$ cat src/rtl/ifu_fetch_ctrl_pkg.sv
// Shared constants and types for the instruction-fetch controller.
// Holds the address/instruction widths, reset vector, exception codes
// and the fetch FSM state encoding used by the controller and its bench.
package ifu_fetch_ctrl_pkg;

    localparam int DATA_W = 64;
    localparam int INST_W = 32;
    localparam int CNT_W  = 64;

    localparam logic [DATA_W-1:0] RESET_VECTOR = 64'h8000_0000;

    localparam logic [1:0] EXC_NONE = 2'd0;
    localparam logic [1:0] EXC_ACC  = 2'd1;
    localparam logic [1:0] EXC_MIS  = 2'd2;

    typedef enum logic [1:0] {
        REQ  = 2'd0,
        WAIT = 2'd1,
        HOLD = 2'd2
    } fetch_state_e;

    // Fetch targets must be 4-byte aligned; only the low two bits matter.
    function automatic logic misaligned(input logic [1:0] lsb);
        return lsb != 2'b00;
    endfunction

endpackage

$ cat src/rtl/ifu_fetch_ctrl_if.sv
// Handshake bundle between the fetch controller, the instruction-memory
// port and decode. The controller uses the master view; the memory and
// decode side (or a bench) uses the slave view.
interface ifu_fetch_ctrl_if;
    import ifu_fetch_ctrl_pkg::*;

    logic              imem_req_valid;
    logic              imem_req_ready;
    logic [DATA_W-1:0] imem_req_addr;
    logic              imem_rsp_valid;
    logic [INST_W-1:0] imem_rsp_data;
    logic              imem_rsp_err;
    logic              out_valid;
    logic              out_ready;
    logic [DATA_W-1:0] out_pc;
    logic [INST_W-1:0] out_inst;
    logic [1:0]        out_exc;

    modport master (
        output imem_req_valid, imem_req_addr,
        input  imem_req_ready,
        input  imem_rsp_valid, imem_rsp_data, imem_rsp_err,
        output out_valid, out_pc, out_inst, out_exc,
        input  out_ready
    );

    modport slave (
        input  imem_req_valid, imem_req_addr,
        output imem_req_ready,
        output imem_rsp_valid, imem_rsp_data, imem_rsp_err,
        input  out_valid, out_pc, out_inst, out_exc,
        output out_ready
    );

endinterface

$ cat src/rtl/ifu_perf_cnt.sv
// Fetch performance counters: delivered instructions and stall cycles.
// Both counters clear on reset and wrap silently.
module ifu_perf_cnt
    import ifu_fetch_ctrl_pkg::*;
(
    input  logic             clk,
    input  logic             rst,
    input  logic             fetch_fire_i,
    input  logic             stall_i,
    output logic [CNT_W-1:0] fetch_cnt_o,
    output logic [CNT_W-1:0] stall_cnt_o
);

    logic [CNT_W-1:0] fetch_cnt_q;
    logic [CNT_W-1:0] stall_cnt_q;

    // Count decode handshakes and stall cycles.
    always_ff @(posedge clk) begin
        if (rst) begin
            fetch_cnt_q <= '0;
            stall_cnt_q <= '0;
        end else begin
            if (fetch_fire_i) fetch_cnt_q <= fetch_cnt_q + 1'b1;
            if (stall_i)      stall_cnt_q <= stall_cnt_q + 1'b1;
        end
    end

    assign fetch_cnt_o = fetch_cnt_q;
    assign stall_cnt_o = stall_cnt_q;

endmodule

$ cat src/rtl/ifu_fetch_ctrl.sv
// Instruction-fetch controller: owns the architectural fetch PC, issues
// one instruction-memory request at a time, holds the returned instruction
// until decode takes it, and applies trap/branch redirects while squashing
// any in-flight fetch they make stale.
// Optional build macro IFU_PERF_CNT_EN adds perf_fetch_cnt/perf_stall_cnt.
module ifu_fetch_ctrl
    import ifu_fetch_ctrl_pkg::*;
(
    input  logic              clk,
    input  logic              rst,
    input  logic              trap_valid,
    input  logic [DATA_W-1:0] trap_pc,
    input  logic              br_valid,
    input  logic [DATA_W-1:0] br_pc,
`ifdef IFU_PERF_CNT_EN
    output logic [CNT_W-1:0]  perf_fetch_cnt,
    output logic [CNT_W-1:0]  perf_stall_cnt,
`endif
    ifu_fetch_ctrl_if.master  bus
);

    fetch_state_e      state_q;
    logic [DATA_W-1:0] pc_q;
    logic              kill_q;
    logic [INST_W-1:0] inst_q;
    logic [1:0]        exc_q;

    logic              redir;
    logic [DATA_W-1:0] target;
    logic              tgt_mis;
    logic              req_fire;
    logic              out_fire;
    // Where fetch resumes once a discarded response has drained.
    logic [DATA_W-1:0] resume_pc_d;
    logic              resume_mis_d;

    // Redirect arbitration (trap beats branch) and handshake decode.
    always_comb begin
        redir        = trap_valid | br_valid;
        target       = trap_valid ? trap_pc : br_pc;
        tgt_mis      = misaligned(target[1:0]);
        req_fire     = bus.imem_req_valid & bus.imem_req_ready;
        out_fire     = bus.out_valid & bus.out_ready;
        resume_pc_d  = redir ? target : pc_q;
        resume_mis_d = misaligned(resume_pc_d[1:0]);
    end

    // Fetch sequencer: REQ issues, WAIT collects, HOLD presents to decode.
    always_ff @(posedge clk) begin
        if (rst) begin
            state_q <= REQ;
            pc_q    <= RESET_VECTOR;
            kill_q  <= 1'b0;
            inst_q  <= '0;
            exc_q   <= EXC_NONE;
        end else begin
            case (state_q)
                REQ: begin
                    if (redir) begin
                        pc_q <= target;
                        if (req_fire) begin
                            // Request for the old PC is already out; drop its reply.
                            state_q <= WAIT;
                            kill_q  <= 1'b1;
                        end else if (tgt_mis) begin
                            state_q <= HOLD;
                            exc_q   <= EXC_MIS;
                            inst_q  <= '0;
                        end
                    end else if (req_fire) begin
                        state_q <= WAIT;
                    end
                end
                WAIT: begin
                    if (bus.imem_rsp_valid) begin
                        if (redir || kill_q) begin
                            kill_q <= 1'b0;
                            pc_q   <= resume_pc_d;
                            if (resume_mis_d) begin
                                state_q <= HOLD;
                                exc_q   <= EXC_MIS;
                                inst_q  <= '0;
                            end else begin
                                state_q <= REQ;
                            end
                        end else begin
                            state_q <= HOLD;
                            exc_q   <= bus.imem_rsp_err ? EXC_ACC : EXC_NONE;
                            inst_q  <= bus.imem_rsp_err ? '0 : bus.imem_rsp_data;
                        end
                    end else if (redir) begin
                        pc_q   <= target;
                        kill_q <= 1'b1;
                    end
                end
                HOLD: begin
                    if (redir) begin
                        pc_q <= target;
                        if (tgt_mis) begin
                            exc_q  <= EXC_MIS;
                            inst_q <= '0;
                        end else begin
                            state_q <= REQ;
                        end
                    end else if (out_fire) begin
                        pc_q    <= pc_q + DATA_W'(4);
                        state_q <= REQ;
                    end
                end
                default: begin
                    state_q <= REQ;
                    kill_q  <= 1'b0;
                end
            endcase
        end
    end

    assign bus.imem_req_valid = ~rst & (state_q == REQ);
    assign bus.imem_req_addr  = pc_q;
    // A redirect squashes the held instruction in the same cycle.
    assign bus.out_valid      = ~rst & (state_q == HOLD) & ~redir;
    assign bus.out_pc         = pc_q;
    assign bus.out_inst       = inst_q;
    assign bus.out_exc        = exc_q;

`ifdef IFU_PERF_CNT_EN
    logic stall_cyc;
    assign stall_cyc = (state_q == WAIT) | ((state_q == REQ) & ~bus.imem_req_ready);

    ifu_perf_cnt u_perf_cnt (
        .clk          (clk),
        .rst          (rst),
        .fetch_fire_i (out_fire),
        .stall_i      (stall_cyc),
        .fetch_cnt_o  (perf_fetch_cnt),
        .stall_cnt_o  (perf_stall_cnt)
    );
`endif

endmodule

$ cat src/flat_wrapper.sv
// flat-port wrapper written by rule: the top's interface ports become plain ports
module ifu_fetch_ctrl_flat import ifu_fetch_ctrl_pkg::*;
  (clk, rst, trap_valid, trap_pc, br_valid, br_pc, bus_imem_req_valid, bus_imem_req_addr, bus_imem_req_ready, bus_imem_rsp_valid, bus_imem_rsp_data, bus_imem_rsp_err, bus_out_valid, bus_out_pc, bus_out_inst, bus_out_exc, bus_out_ready);
  ifu_fetch_ctrl_if bus_i ();
  input  logic clk;
  input  logic rst;
  input  logic trap_valid;
  input  logic [DATA_W-1:0] trap_pc;
  input  logic br_valid;
  input  logic [DATA_W-1:0] br_pc;
  output wire logic [$bits(bus_i.imem_req_valid)-1:0] bus_imem_req_valid;
  output wire logic [$bits(bus_i.imem_req_addr)-1:0] bus_imem_req_addr;
  input wire logic [$bits(bus_i.imem_req_ready)-1:0] bus_imem_req_ready;
  input wire logic [$bits(bus_i.imem_rsp_valid)-1:0] bus_imem_rsp_valid;
  input wire logic [$bits(bus_i.imem_rsp_data)-1:0] bus_imem_rsp_data;
  input wire logic [$bits(bus_i.imem_rsp_err)-1:0] bus_imem_rsp_err;
  output wire logic [$bits(bus_i.out_valid)-1:0] bus_out_valid;
  output wire logic [$bits(bus_i.out_pc)-1:0] bus_out_pc;
  output wire logic [$bits(bus_i.out_inst)-1:0] bus_out_inst;
  output wire logic [$bits(bus_i.out_exc)-1:0] bus_out_exc;
  input wire logic [$bits(bus_i.out_ready)-1:0] bus_out_ready;
  assign bus_imem_req_valid = bus_i.imem_req_valid;
  assign bus_imem_req_addr = bus_i.imem_req_addr;
  assign bus_i.imem_req_ready = bus_imem_req_ready;
  assign bus_i.imem_rsp_valid = bus_imem_rsp_valid;
  assign bus_i.imem_rsp_data = bus_imem_rsp_data;
  assign bus_i.imem_rsp_err = bus_imem_rsp_err;
  assign bus_out_valid = bus_i.out_valid;
  assign bus_out_pc = bus_i.out_pc;
  assign bus_out_inst = bus_i.out_inst;
  assign bus_out_exc = bus_i.out_exc;
  assign bus_i.out_ready = bus_out_ready;
  ifu_fetch_ctrl u_core (.clk(clk), .rst(rst), .trap_valid(trap_valid), .trap_pc(trap_pc), .br_valid(br_valid), .br_pc(br_pc), .bus(bus_i));
endmodule
$ cat config.mk
export PLATFORM = sky130hd
export DESIGN_NAME = ifu_fetch_ctrl_flat
export DESIGN_NICKNAME = d
export VERILOG_FILES = /design/src/rtl/ifu_fetch_ctrl_pkg.sv /design/src/rtl/ifu_fetch_ctrl_if.sv /design/src/rtl/ifu_perf_cnt.sv /design/src/rtl/ifu_fetch_ctrl.sv /design/src/flat_wrapper.sv
export SDC_FILE = /design/constraint.sdc
export NUM_CORES = 1
export LEC_CHECK = 0
export BUFFER_PORTS_ARGS = -buffer_cell sky130_fd_sc_hd__buf_4
export CAP_MARGIN = 20
export CORE_MARGIN = 10
export CORE_UTILIZATION = 50
export DETAILED_ROUTE_END_ITERATION = 8
export GPL_ROUTABILITY_DRIVEN = 0
export PLACE_DENSITY = 0.86
export SETUP_SLACK_MARGIN = 0.4
export SYNTH_ARGS = -nofsm -noshare
export SYNTH_HDL_FRONTEND = slang
export SYNTH_SLANG_ARGS = --single-unit
$ cat constraint.sdc
create_clock -name clk -period 4.5 [get_ports clk]
set_input_delay 0.675 -clock clk [delete_from_list [all_inputs] [get_ports clk]]
set_output_delay 0.675 -clock clk [all_outputs]
set_load 0.1 [all_outputs]
# ---- After elaboration in Yosys (flattened, before gate mapping)
# Cells that the tools add are included.
dict set report totals {
  input_bits 168
  out_inout_bits 164
  register_bits 101
}
dict set report classes {
  muxes 42
  n_reduce_logical 9
  bitwise_logic 9
  addsub 1
  n_eq_ne 14
}
# operator count
set ops {}
lappend ops {{$mux 64} 6}
lappend ops {{$mux 32} 8}
lappend ops {{$pmux 64 s3} 1}
lappend ops {{$pmux 32 s3} 1}
lappend ops {{$add 64x3->64 const B} 1}
lappend ops {{$mux 2} 17}
lappend ops {{$pmux 2 s3} 2}
lappend ops {{$reduce_and 5->1} 2}
lappend ops {{$ne 3x1->1 const B} 3}
lappend ops {{$ne 3x2->1 const B} 3}
lappend ops {{$mux 1} 6}
lappend ops {{$ne 2x1->1 const B} 3}
lappend ops {{$reduce_and 6->1} 1}
lappend ops {{$and 1x1->1} 5}
lappend ops {{$ne 2x2->1 const B} 2}
lappend ops {{$reduce_bool 2->1} 2}
lappend ops {{$ne 3x3->1 const B} 1}
lappend ops {{$not 1->1} 3}
lappend ops {{$pmux 1 s3} 1}
lappend ops {{$reduce_and 3->1} 1}
lappend ops {{$reduce_bool 3->1} 1}
lappend ops {{$eq 2x1->1 const B} 1}
lappend ops {{$eq 2x2->1 const B} 1}
lappend ops {{$logic_not 2->1} 1}
lappend ops {{2 further kinds} 2}

# ---- Logic depth before layout (Yosys ltp)
# Gate-level depths: netlist (run 1).
dict set report depth {
  word_depth 7
  ltp_mapped 8
}

# ---- Least setup slack after synthesis (run 1)
# Ideal clock, no wire load.
dict set report synth_path {
  path_type {in2out}
  start {in rst}
  end {out bus_imem_req_valid}
  t_arrival_ns 3.257
  path_slack_ns 0.568
  stages 4
  path_cell_list {clkbuf_1 -> clkbuf_1 -> clkbuf_1 -> nor3_1}
}
dict set report synth_via {
  elab_chain_len 2
}
# element line
set synth_lines {}
lappend synth_lines {{from (decl)} flat_wrapper.sv:6} ;# input logic rst;
lappend synth_lines {{$not 1->1} ifu_fetch_ctrl.sv:118} ;# assign bus.imem_req_valid = ~rst & (state_q == REQ);
lappend synth_lines {{$and 1x1->1} ifu_fetch_ctrl.sv:118}
lappend synth_lines {{to (decl)} flat_wrapper.sv:11} ;# output wire logic [$bits(bus_i.imem_req_valid)-1:0] bus_imem_req_valid;
# Every way passes these cells.

# ---- Worst setup path after layout (run 1)
dict set report layout_path {
  start {in br_valid}
  end {out bus_out_valid}
}
dict set report layout_via {
  elab_chain_len 3
}
# element line
set layout_lines {}
lappend layout_lines {{from (decl)} flat_wrapper.sv:9} ;# input logic br_valid;
lappend layout_lines {{$or 1x1->1} ifu_fetch_ctrl.sv:39} ;# redir = trap_valid | br_valid;
lappend layout_lines {{$not 1->1} ifu_fetch_ctrl.sv:121} ;# assign bus.out_valid = ~rst & (state_q == HOLD) & ~redir;
lappend layout_lines {{$and 1x1->1} ifu_fetch_ctrl.sv:121}
lappend layout_lines {{to (decl)} flat_wrapper.sv:17} ;# output wire logic [$bits(bus_i.out_valid)-1:0] bus_out_valid;
# Every way passes these cells.

==> run metrics, run 1 <==
Tightest Hold Check Type flop to flop; Synth cell types 66; # DRC 0; layout cells sized above 1 30.97%; setup TNS 0 ns; Power, Total 3205 uW; Critical path buffers and inverters 4; Max Cap Viol 0; total gr overflow 0; antenna cells 0; ranking of synthesized cells by area dfxtp_1 30%, nand2_1 10%, buf_4 7.1%; Mapped Area 6790 um2; Crit path arrival time 2.50 ns; vias per cell 6.054; worst hold margin 0.4518 ns; Post-synth top flop dfxtp_1; Worst Reg-to-Reg Cells 7; Starting Density 51.07%; vias in the first global route 7678; Peak VDD IR 0.1859 mV; startpoint type of the worst setup path input port; reg-to-reg endpoint u_core.bus.imem_req_addr[60]$_SDFFE_PP0P_; Critical-path top delay cell buf_4; final instance area 9209 um2; Final Hold Fails 0; Top cell by count, worst path buf_4; CTS sink count 101; CTS resizes 0; largest family of logic cells by synthesized area simple AND/OR/NAND/NOR gates; Fin Clk Skew 0.008511 ns; CTS hold repair buffers 0; dpl hpwl 20990 um; top-count cell post-synth nand2_1; Top Ports 332; Synth Area in Compound Gates 26.02%; Pwr per Cell Area 348.0 nW/um2; EDFF count, synth 0; Reg-to-Reg Start u_core.bus.imem_req_addr[2]$_SDFFE_PP0P_; Post-Syn Nets 1154; initial antenna violation count 0; R2R setup slack 1.33 ns; Synth top cells by count 182 x nand2_1, 101 x dfxtp_1, 93 x a21oi_1; multiplexer area fraction after synthesis 1.658%; largest net degree at the start of global routing 78; routed vias 8397; Clock Pin Slew Worst Setup and Hold Paths 0.06 ns; Final ANT Viol Nets 0; worst setup path class input port to primary output; Slew @ Worst Pin 0.9415 ns; Worst Hold Depth 2; Slew headroom 37.00%; CTS tree built; cell family with most CP delay buffers and inverters; drt pass-1 iters 6; DRT Wirelength 28030 um; Req. time, crit path 3.83 ns; Synth Area in Simple Gates 30.62%; Seq/Total Area, Yosys 29.78%; area leader, netlist dfxtp_1; first-pass GRT wire length 41780 um; Final nets 1375; setup repair bufs after CTS 0; crit share post-route 70.51%; Worst setup startpoint br_valid; share of flip-flops with an asynchronous set or reset 0%; unrepaired setup endpoints after global routing false; row cnt 42; status complete, no violations; flops & latches, synth 101; critical path depth 7; Crit. End Element primary output; Pleak 0.003911 uW; pins over their slew limit 0; XOR/XNOR Fraction of Synth Area 0%; synth warn 0; dpl cell area 8870 um2; Setup-failing EPs final 0; Mapped Avg Cell Area 6.894 um2; crit-path cells buf_4 > nor2_1 > and3_1 > nand2_1 > buf_4 > inv_2 > buf_4; die area 18640 um2; Layout area overhead 35.62%; Worst setup endpoint bus_out_valid; Vert. Die Dim 136.5 um; port buffer count 331; crit path max fanout 65; Post-Syn Instances 985; Core ar. 13300 um2; Achievable Freq 0.3152 GHz; chip width 136.5 um; worst skew pair latency 0.35 ns; H-tree depth 3; clock period minus worst slack 3.173 ns; root buf cell clkbuf_16; share of the synthesized area in the top cell type 29.78%; FILL cells 1166; drt initial violations 1010; Clock Path Buffers 2; Post-Synth Adder-Cell Area 0.1843%; max incr delay on CP 0.51 ns; drt wl/cell 20.21 um; total track usage 27.67%; CTS Buf Count 9
through the flow:
step / std cells / utilization [%] / setup slack [ns]
2_1_floorplan: 985 / - / 0.5676
3_3_place_gp: 1371 / 66.71 / 1.420
3_5_place_dp: 1371 / 66.71 / 1.387
4_1_cts: 1387 / 69.26 / 1.373
5_1_grt: 1387 / 69.26 / 1.163
6_report: 1387 / 69.26 / 1.327
power breakdown:
part | internal, uW | total (uW) | leakage [uW] | switching (uW)
registers | 944 | 1050 | 0.000827 | 110
clock network | 542 | 901 | 0.000169 | 359
logic | 309 | 1250 | 0.00291 | 941
total | 1790 | 3210 | 0.00391 | 1410
final cells by class:
type	instances	area (um2)	area share, %
clock buffers	9	225.2	2.446
clock inverters	7	113.9	1.236
inverters	12	45.04	0.4891
multi-input cells	738	3988	43.30
flip-flops and latches	101	2022	21.96
well taps	176	220.2	2.391
repair buffers	344	2595	28.18
cells in the final DEF (no fill, tap or decap), types with 7 or more instances in the layout:
| cell type | instances |
|---|---|
| a31oi_1 | 9 |
| nor3_1 | 22 |
| nand3_1 | 59 |
| a211oi_1 | 7 |
| a32o_1 | 7 |
| inv_1 | 10 |
| o31ai_1 | 9 |
| and3_1 | 12 |
| mux2i_1 | 9 |
| buf_4 | 343 |
| a21oi_1 | 93 |
| or4_1 | 7 |
| dfxtp_1 | 101 |
| nor4_1 | 15 |
| o21ai_0 | 82 |
| o22ai_1 | 10 |
| nand2_1 | 182 |
| nor2_1 | 77 |
| nand4_1 | 24 |
| o211ai_1 | 22 |
| clkbuf_16 | 9 |
| a22oi_1 | 8 |
sequential cells by signal, indices dropped and copies added, names as in the netlist:
name,cells
u_core.bus.imem_req_addr,64
u_core.bus.out_inst,32
u_core.bus.out_exc,2
u_core.state_q,2
u_core.kill_q,1
worst min path at each step:
stage,end,slack [ns],startpoint
4_1_cts,u_core.bus.out_inst[8]$_SDFFE_PP0P_,0.45,u_core.bus.out_inst[8]$_SDFFE_PP0P_
3_3_place_gp,u_core.bus.out_inst[8]$_SDFFE_PP0P_,0.44,u_core.bus.out_inst[8]$_SDFFE_PP0P_
5_1_grt,u_core.bus.out_inst[17]$_SDFFE_PP0P_,0.47,u_core.bus.out_inst[17]$_SDFFE_PP0P_
2_1_floorplan,u_core.state_q[0]$_SDFFE_PP0P_,0.51,u_core.state_q[1]$_SDFFE_PP0P_
3_5_place_dp,u_core.bus.out_inst[8]$_SDFFE_PP0P_,0.44,u_core.bus.out_inst[8]$_SDFFE_PP0P_
6_report,u_core.bus.out_inst[8]$_SDFFE_PP0P_,0.45,u_core.bus.out_inst[8]$_SDFFE_PP0P_
layer usage:
layer	GRT usage, %	up-vias	part of all wire [%]
met2	45.49	569	48
li1	-	3938	-
met1	33.55	3820	37
met3	7.735	70	11
met4	10.59	0	3.1
met5	0	-	0
tightest hold or removal path, cell delays in order (launching register included):
cell	delay, ns
dfxtp_1	0.31
nand2_1	0.05
a21oi_1	0.05
cells by family after synthesis:
logic type	Yosys count
AOI/OAI and AO/OA	289
adders and majority gates	1
buffers and inverters	146
DFF	101
muxes	11
and+or+nand+nor	437
No activity file was read; power rests on OpenSTA's default activity.
==> inputs of run 2 (changes only) <==
--- a/config.mk
+++ b/config.mk
@@ -5,13 +5,14 @@
 export SDC_FILE = /design/constraint.sdc
 export NUM_CORES = 1
 export LEC_CHECK = 0
+export ABC_AREA = 1
 export BUFFER_PORTS_ARGS = -buffer_cell sky130_fd_sc_hd__buf_4
 export CAP_MARGIN = 20
 export CORE_MARGIN = 10
-export CORE_UTILIZATION = 50
+export CORE_UTILIZATION = 44
 export DETAILED_ROUTE_END_ITERATION = 8
 export GPL_ROUTABILITY_DRIVEN = 0
-export PLACE_DENSITY = 0.86
+export PLACE_DENSITY = 0.78
 export SETUP_SLACK_MARGIN = 0.4
 export SYNTH_ARGS = -nofsm -noshare
 export SYNTH_HDL_FRONTEND = slang
==> constraint.sdc (replaced) <==
create_clock -name clk -period 2.66 [get_ports clk]
set_input_delay 0.399 -clock clk [delete_from_list [all_inputs] [get_ports clk]]
set_output_delay 0.399 -clock clk [all_outputs]
set_load 0.1 [all_outputs]
==> run 2 against run 1 <==
Synthesized area up 9.4%. Combinational power increased to 2.7 times the previous value. Register-to-register slack worse by 0.74 ns. Count of clock-buffer cells in the layout stayed put. Clock skew up 0.00055 ns. Total power is 110% higher. First-iteration DRC count is 18% lower. Synthesized cell count is 24% higher. Critical path type is now flop to primary output. Largest cell class unchanged. Highest routed layer unchanged.
==> run metrics, run 2 <==
status complete, no violations (unchanged); layout cells sized above 1 26.83% (was 30.97%); clock period minus worst slack 2.129 ns; Req. time, crit path 2.26 ns (was 3.83 ns); Mapped Avg Cell Area 6.071 um2 (was 6.894 um2); ranking of synthesized cells by area dfxtp_1 27%, nand2_1 14%, nor2_1 11% (was dfxtp_1 30%, nand2_1 10%, buf_4 7.1%); drt initial violations 830 (was 1010); dpl hpwl 23320 um (was 20990 um); worst setup path class flop to primary output (was input port to primary output); drt wl/cell 17.44 um (was 20.21 um); pins over their slew limit 0 (unchanged); total track usage 24.43% (was 27.67%); routed vias 8945 (was 8397); Synth cell types 36 (was 66); Setup WS post-layout 0.5307 ns (was 1.327 ns); GR Util met3 5.465% (was 7.735%); Crit path arrival time 1.73 ns (was 2.50 ns); vias in the first global route 8399 (was 7678); Worst Reg-to-Reg Cells 10 (was 7); Final nets 1629 (was 1375); first-pass GRT wire length 44300 um (was 41780 um); setup TNS 0 ns (unchanged); flops & latches, synth 101 (unchanged); max reg flops 64 (unchanged); top-count cell post-synth nand2_1 (unchanged); total gr overflow 0 (unchanged); CTS resizes 0 (unchanged); Top Ports 332 (unchanged); largest net degree at the start of global routing 92 (was 78); Pleak 0.004498 uW (was 0.003911 uW); cell family with most CP delay simple AND/OR/NAND/NOR gates (was buffers and inverters); GR Layer Usage met2 42.27% (was 45.49%); Seq/Total Area, Yosys 27.21% (was 29.78%); Starting Density 44.81% (was 51.07%); Vert. Die Dim 150.0 um (was 136.5 um); Pwr per Cell Area 680.7 nW/um2 (was 348.0 nW/um2); die area 22490 um2 (was 18640 um2); Crit. End Element primary output (unchanged); Final ANT Viol Nets 0 (unchanged); worst skew pair latency 0.36 ns (was 0.35 ns); Tightest Hold Check Type input port to flop (was flop to flop); EDFF count, synth 0 (unchanged); Reg-to-Reg Start u_core.bus.imem_req_addr[2]$_SDFFE_PP0P_ (unchanged); DRT Wirelength 29390 um (was 28030 um); Post-synth top flop dfxtp_1 (unchanged); Layout area overhead 32.40% (was 35.62%); Hold Path End u_core.bus.out_inst[2]$_SDFFE_PP0P_ (was u_core.bus.out_inst[8]$_SDFFE_PP0P_); Synth top cells by count 286 x nand2_1, 213 x nor2_1, 111 x a21oi_1 (was 182 x nand2_1, 101 x dfxtp_1, 93 x a21oi_1); root buf cell clkbuf_16 (unchanged); commonest non-fill, non-tap cell in the layout buf_4 (unchanged); Hold Path Origin bus_imem_rsp_data[2] (was u_core.bus.out_inst[8]$_SDFFE_PP0P_); Fin Clk Skew 0.009058 ns (was 0.008511 ns); crit share post-route 80.05%; Setup-failing EPs final 0 (unchanged); Critical-path top delay cell dfxtp_1 (was buf_4); synth warn 0 (unchanged); Achievable Freq 0.4696 GHz; share of the synthesized area in the top cell type 27.21% (was 29.78%); Util after Layout 59.33% (was 69.26%); CTS tree built (unchanged); area leader, netlist dfxtp_1 (unchanged); Final Hold Fails 0 (unchanged); initial antenna violation count 0 (unchanged); Top cell by count, worst path nor2_2 (was buf_4); Slew @ Worst Pin 0.9163 ns (was 0.9415 ns); Clock Path Buffers 2 (unchanged); Post-Syn Nets 1393 (was 1154); worst hold margin 0.2650 ns (was 0.4518 ns); startpoint type of the worst setup path flop (was input port); drt pass-1 iters 5 (was 6); Critical path buffers and inverters 2 (was 4); antenna cells 0 (unchanged); H-tree depth 3 (unchanged); Worst Hold Depth 3 (was 2); Mapped Area 7431 um2 (was 6790 um2); row cnt 47 (was 42); area of the multi-input gates 4260 um2 (was 3988 um2); Slew headroom 38.91% (was 37.00%); CTS Buf Count 9 (unchanged); chip width 150.0 um (was 136.5 um); FILL cells 1654 (was 1166); max incr delay on CP 0.43 ns (was 0.51 ns); reg-to-reg endpoint u_core.bus.imem_req_addr[58]$_SDFFE_PP0P_ (was u_core.bus.imem_req_addr[60]$_SDFFE_PP0P_); CTS sink count 101 (unchanged); dpl ws 0.4968 ns (was 1.387 ns); most frequent cells in the layout 342 x buf_4, 286 x nand2_1, 212 x nor2_1, 111 x a21oi_1, 97 x dfxtp_1 (was 343 x buf_4, 182 x nand2_1, 101 x dfxtp_1, 93 x a21oi_1, 82 x o21ai_0); met1 GRT Util 29.40% (was 33.55%); Post-Syn Instances 1224 (was 985); Peak VDD IR 0.4451 mV (was 0.1859 mV); setup repair bufs after CTS 0 (unchanged); port buffer count 331 (unchanged); GRT Max-Usage Layer met2 (unchanged); Core ar. 16580 um2 (was 13300 um2); CTS hold repair buffers 0 (unchanged); R2R setup slack 0.59 ns (was 1.33 ns); Max Cap Viol 0 (unchanged); FF/Latch Area 2027 um2 (was 2022 um2); crit path max fanout 6 (was 65); Clock Pin Slew Worst Setup and Hold Paths 0.08 ns (was 0.06 ns); vias per cell 5.309 (was 6.054); crit-path cells inv_1 > nor2_2 > nand2_1 > nor2_2 > buf_4 (was buf_4 > nor2_1 > and3_1 > nand2_1 > buf_4 > inv_2 > buf_4); # DRC 0 (unchanged); unrepaired setup endpoints after global routing false (unchanged); share of flip-flops with an asynchronous set or reset 0% (unchanged)
run 2: cell count changes after synthesis, sizes merged, moves of 22 or more:
| cell | change |
|---|---|
| nor2 | +146 |
| nand3 | +34 |
| o211ai | -22 |
| a22o | +49 |
| nand2 | +107 |
| inv | +88 |
| clkbuf | -30 |
run 2: worst reg2reg max path, delay by kind of cell, from the launching register on:
kind            cells  cell delay, ns
simple gates        8            1.29
flops               1            0.39
fa+ha+maj           1            0.21
compound gates      1            0.06
run 2: metrics by stage:
step | cells | power (uW) | instance area (um2)
final | 1685 | 6697 | 9838
after global routing | 1685 | 6959 | 9838
after CTS | 1685 | 6717 | 9838
after detailed placement | 1669 | 5394 | 9542
after global placement | 1669 | 5364 | 9542
after floorplan | 1224 | 4697 | 7443
run 2: cells by family after synthesis:
group                      Yosys count  synth area share (%)
and+or+nand+nor                    626                 34.60
buffers and inverters              218                 15.56
AOI/OAI and AO/OA                  278                 22.46
DFF                                101                 27.21
adders and majority gates            1                0.1684
run 2: worst max path at each step:
stage                                             start                                         to  depth (start not counted)
5_1_grt        u_core.bus.imem_req_addr[2]$_SDFFE_PP0P_  u_core.bus.imem_req_addr[62]$_SDFFE_PP0P_                          9
2_1_floorplan  u_core.bus.imem_req_addr[7]$_SDFFE_PP0P_  u_core.bus.imem_req_addr[57]$_SDFFE_PP0P_                          9
3_5_place_dp                                 trap_valid  u_core.bus.imem_req_addr[54]$_SDFFE_PP0P_                         12
3_3_place_gp                                 trap_valid  u_core.bus.imem_req_addr[12]$_SDFFE_PP0P_                         12
6_report                 u_core.state_q[1]$_SDFFE_PP0P_                              bus_out_valid                          5
4_1_cts                  u_core.state_q[1]$_SDFFE_PP0P_                              bus_out_valid                          5
run 2: power breakdown:
group / internal, uW / total (uW) / switching, uW / leakage [uW]
clock: 661 / 1330 / 673 / 0.000145
sequential: 1690 / 1950 / 258 / 0.000837
combinational: 790 / 3410 / 2620 / 0.00352
total: 3140 / 6700 / 3550 / 0.00450
run 2: layout make-up:
class,count,share of cell area [%]
Clock buffer,9,2.289
Sequential cell,101,20.60
Multi-Input combinational cell,905,43.30
Clock inverter,7,0.7249
Inverter,99,3.777
Tap cell,220,2.798
Timing Repair Buffer,344,26.50
run 2: per-layer routing:
metal / part of all wire, % / vias to the layer above / wire length, um
met2: 48 / 432 / 14250
li1: - / 4439 / -
met1: 40 / 4028 / 11750
met4: 2.2 / 0 / 653
met3: 9.3 / 46 / 2737
met5: 0 / - / 0
==> inputs of run 3 (changes only) <==
==> constraint.sdc (replaced) <==
create_clock -name clk -period 1.7 [get_ports clk]
set_input_delay 0.255 -clock clk [delete_from_list [all_inputs] [get_ports clk]]
set_output_delay 0.255 -clock clk [all_outputs]
set_load 0.1 [all_outputs]
==> run 3 against run 2 <==
The flow now finishes with violations (design-rule violations, negative setup slack). Global-route usage is 5.5 points higher. First-iteration DRC count up 44%. Combinational power is 110% higher. Utilization up 23 points. Register-to-register slack got worse by 0.72 ns. Via count is 23% higher. Sequential power increased by 64%. Total power is 87% higher. Critical path type is now flop to flop. Largest power group unchanged.
==> run metrics, run 3 (synthesis gave the netlist of run 2 again) <==
Slew headroom 52.88% (was 38.91%); root buf cell clkbuf_16 (unchanged); CTS hold repair buffers 0 (unchanged); Crit path arrival time 2.11 ns (was 1.73 ns); most frequent cells in the layout 227 x buf_4, 199 x nand2_1, 169 x buf_6, 147 x nor2_1, 83 x inv_1 (was 342 x buf_4, 286 x nand2_1, 212 x nor2_1, 111 x a21oi_1, 97 x dfxtp_1); Top Ports 332 (unchanged); vias in the first global route 9845 (was 8399); Clock Path Buffers 2 (unchanged); initial antenna violation count 0 (unchanged); H-tree depth 3 (unchanged); Max Cap Viol 0 (unchanged); drt wl/cell 23.52 um (was 17.44 um); Layout area overhead 84.61% (was 32.40%); Achievable Freq 0.5467 GHz; largest net degree at the start of global routing 58 (was 92); dpl cell area 10370 um2 (was 9542 um2); Setup WS post-layout -0.1293 ns (was 0.5307 ns); final cell count without fillers 1800 (was 1685); status complete, but fails checks (was complete, no violations); unrepaired setup endpoints after global routing true (was false); Pleak 0.005884 uW (was 0.004498 uW); Vert. Die Dim 150.0 um (unchanged); max reg flops 64 (unchanged); first-pass GRT wire length 53760 um (was 44300 um); Hold Path Origin bus_imem_rsp_data[2] (unchanged); Reg-to-Reg Start u_core.state_q[1]$_SDFFE_PP0P_ (was u_core.bus.imem_req_addr[2]$_SDFFE_PP0P_); crit path max fanout 8 (was 6); Setup-failing EPs final 53 (was 0); Final nets 1744 (was 1629); Util after Layout 82.72% (was 59.33%); dpl hpwl 23860 um (was 23320 um); total track usage 29.90% (was 24.43%); Crit. End Element flop (was primary output); Fin Clk Skew 0.01865 ns (was 0.009058 ns); final instance area 13720 um2 (was 9838 um2); Worst Reg-to-Reg Cells 11 (was 10); CTS Buf Count 9 (unchanged); startpoint type of the worst setup path flop (unchanged); antenna cells 0 (unchanged); Starting Density 44.81% (unchanged); # DRC 2 (was 0); commonest non-fill, non-tap cell in the layout buf_4 (unchanged); chip width 150.0 um (unchanged); layout cells sized above 1 52.41% (was 26.83%); drt pass-1 iters 9 (was 5); CTS tree built (unchanged); drt initial violations 1192 (was 830); vias per cell 6.119 (was 5.309); total gr overflow 0 (unchanged); Final ANT Viol Nets 0 (unchanged); Worst Hold Depth 3 (unchanged); Placed Cells incl. Taps 1689 (was 1669); CTS sink count 101 (unchanged); Final Hold Fails 0 (unchanged); Hold Path End u_core.bus.out_inst[2]$_SDFFE_PP0P_ (unchanged); Slew @ Worst Pin 0.7068 ns (was 0.9163 ns); worst setup path class flop to flop (was flop to primary output); crit share post-route 107.6%; Clock Pin Slew Worst Setup and Hold Paths 0.09 ns (was 0.08 ns); Tightest Hold Check Type input port to flop (unchanged); Core ar. 16580 um2 (unchanged); port buffer count 331 (unchanged); failing checks design-rule violations, negative setup slack; Req. time, crit path 1.98 ns (was 2.26 ns); Pwr per Cell Area 914.3 nW/um2 (was 680.7 nW/um2); reg-to-reg endpoint u_core.bus.out_inst[13]$_SDFFE_PP0P_ (was u_core.bus.imem_req_addr[58]$_SDFFE_PP0P_); pins over their slew limit 0 (unchanged); R2R setup slack -0.13 ns (was 0.59 ns); Peak VDD IR 0.5852 mV (was 0.4451 mV); routed vias 11015 (was 8945); row cnt 47 (unchanged); worst hold margin 0.1035 ns (was 0.2650 ns); clock period minus worst slack 1.829 ns; worst skew pair latency 0.37 ns (was 0.36 ns); die area 22490 um2 (unchanged); DRT Wirelength 42330 um (was 29390 um)
[run 3: changes by cell type in the layout (fill, tap and decap cells not counted), sizes merged]
cell / delta
clkinv: -3
inv: +3
buf: +112
clkbuf: +3
[run 3: final cells by class]
cell class	count	area, um2
inverter	99	401.6
timing repair buffer	459	5004
clock buffer	9	225.2
sequential	101	2271
multi-input combinational	905	5478
fill	910	2865
clock inverter	7	63.81
tap	220	275.3
[run 3: worst max-delay path, cell delays in order, from the launching register on]
cell     delay (ns)
dfxtp_4        0.38
nor2_1         0.23
nand3_2        0.17
nand2_2        0.13
inv_4          0.07
buf_6          0.11
buf_6          0.11
buf_6          0.11
buf_12         0.14
nand3_2        0.07
nand2_1        0.07
nor2_1         0.16
[run 3: where the power goes]
| part | leakage [uW] | internal, uW | switching, uW |
|---|---|---|---|
| Clock | 0.000146 | 1040 | 1110 |
| Sequential | 0.000877 | 2670 | 527 |
| Combinational | 0.00486 | 2350 | 4850 |
| Total | 0.00588 | 6060 | 6480 |
[run 3: worst max-delay path by stage]
stage	end	from	slack [ns]
after floorplan	u_core.bus.imem_req_addr[50]$_SDFFE_PP0P_	u_core.bus.imem_req_addr[3]$_SDFFE_PP0P_	0.02
after global placement	u_core.bus.imem_req_addr[36]$_SDFFE_PP0P_	u_core.bus.imem_req_addr[3]$_SDFFE_PP0P_	0.05
after detailed placement	u_core.bus.imem_req_addr[31]$_SDFFE_PP1P_	u_core.bus.imem_req_addr[4]$_SDFFE_PP0P_	-0.002
after CTS	u_core.bus.imem_req_addr[58]$_SDFFE_PP0P_	u_core.bus.imem_req_addr[2]$_SDFFE_PP0P_	0.09
after global routing	u_core.bus.out_inst[13]$_SDFFE_PP0P_	u_core.state_q[1]$_SDFFE_PP0P_	-0.18
final	u_core.bus.out_inst[13]$_SDFFE_PP0P_	u_core.state_q[1]$_SDFFE_PP0P_	-0.13
[run 3: per-stage QoR]
stage                     power, uW  setup TNS, ns  setup slack (ns)
final                         12540         -2.206           -0.1293
after global routing          12870         -5.516           -0.1784
after CTS                     11460              0           0.09439
after detailed placement       8686      -0.001923         -0.001923
after global placement         8637              0           0.05393
after floorplan                7525              0           0.02234
[run 3: per-layer routing]
| metal | share of wire, % | GRT usage [%] |
|---|---|---|
| met2 | 47 | 51.13 |
| met5 | 0 | 0 |
| met1 | 33 | 33.90 |
| met4 | 7.2 | 14.14 |
| met3 | 13 | 8.001 |
[run 3: what timing repair did]
| item | CTS | global route |
|---|---|---|
| pin swaps | 63 | 73 |
| endpoints found under the setup margin | 219 | 248 |
| setup buffers | 45 | 29 |
| gates resized for setup | 156 | 371 |
| gates cloned | 18 | 3 |
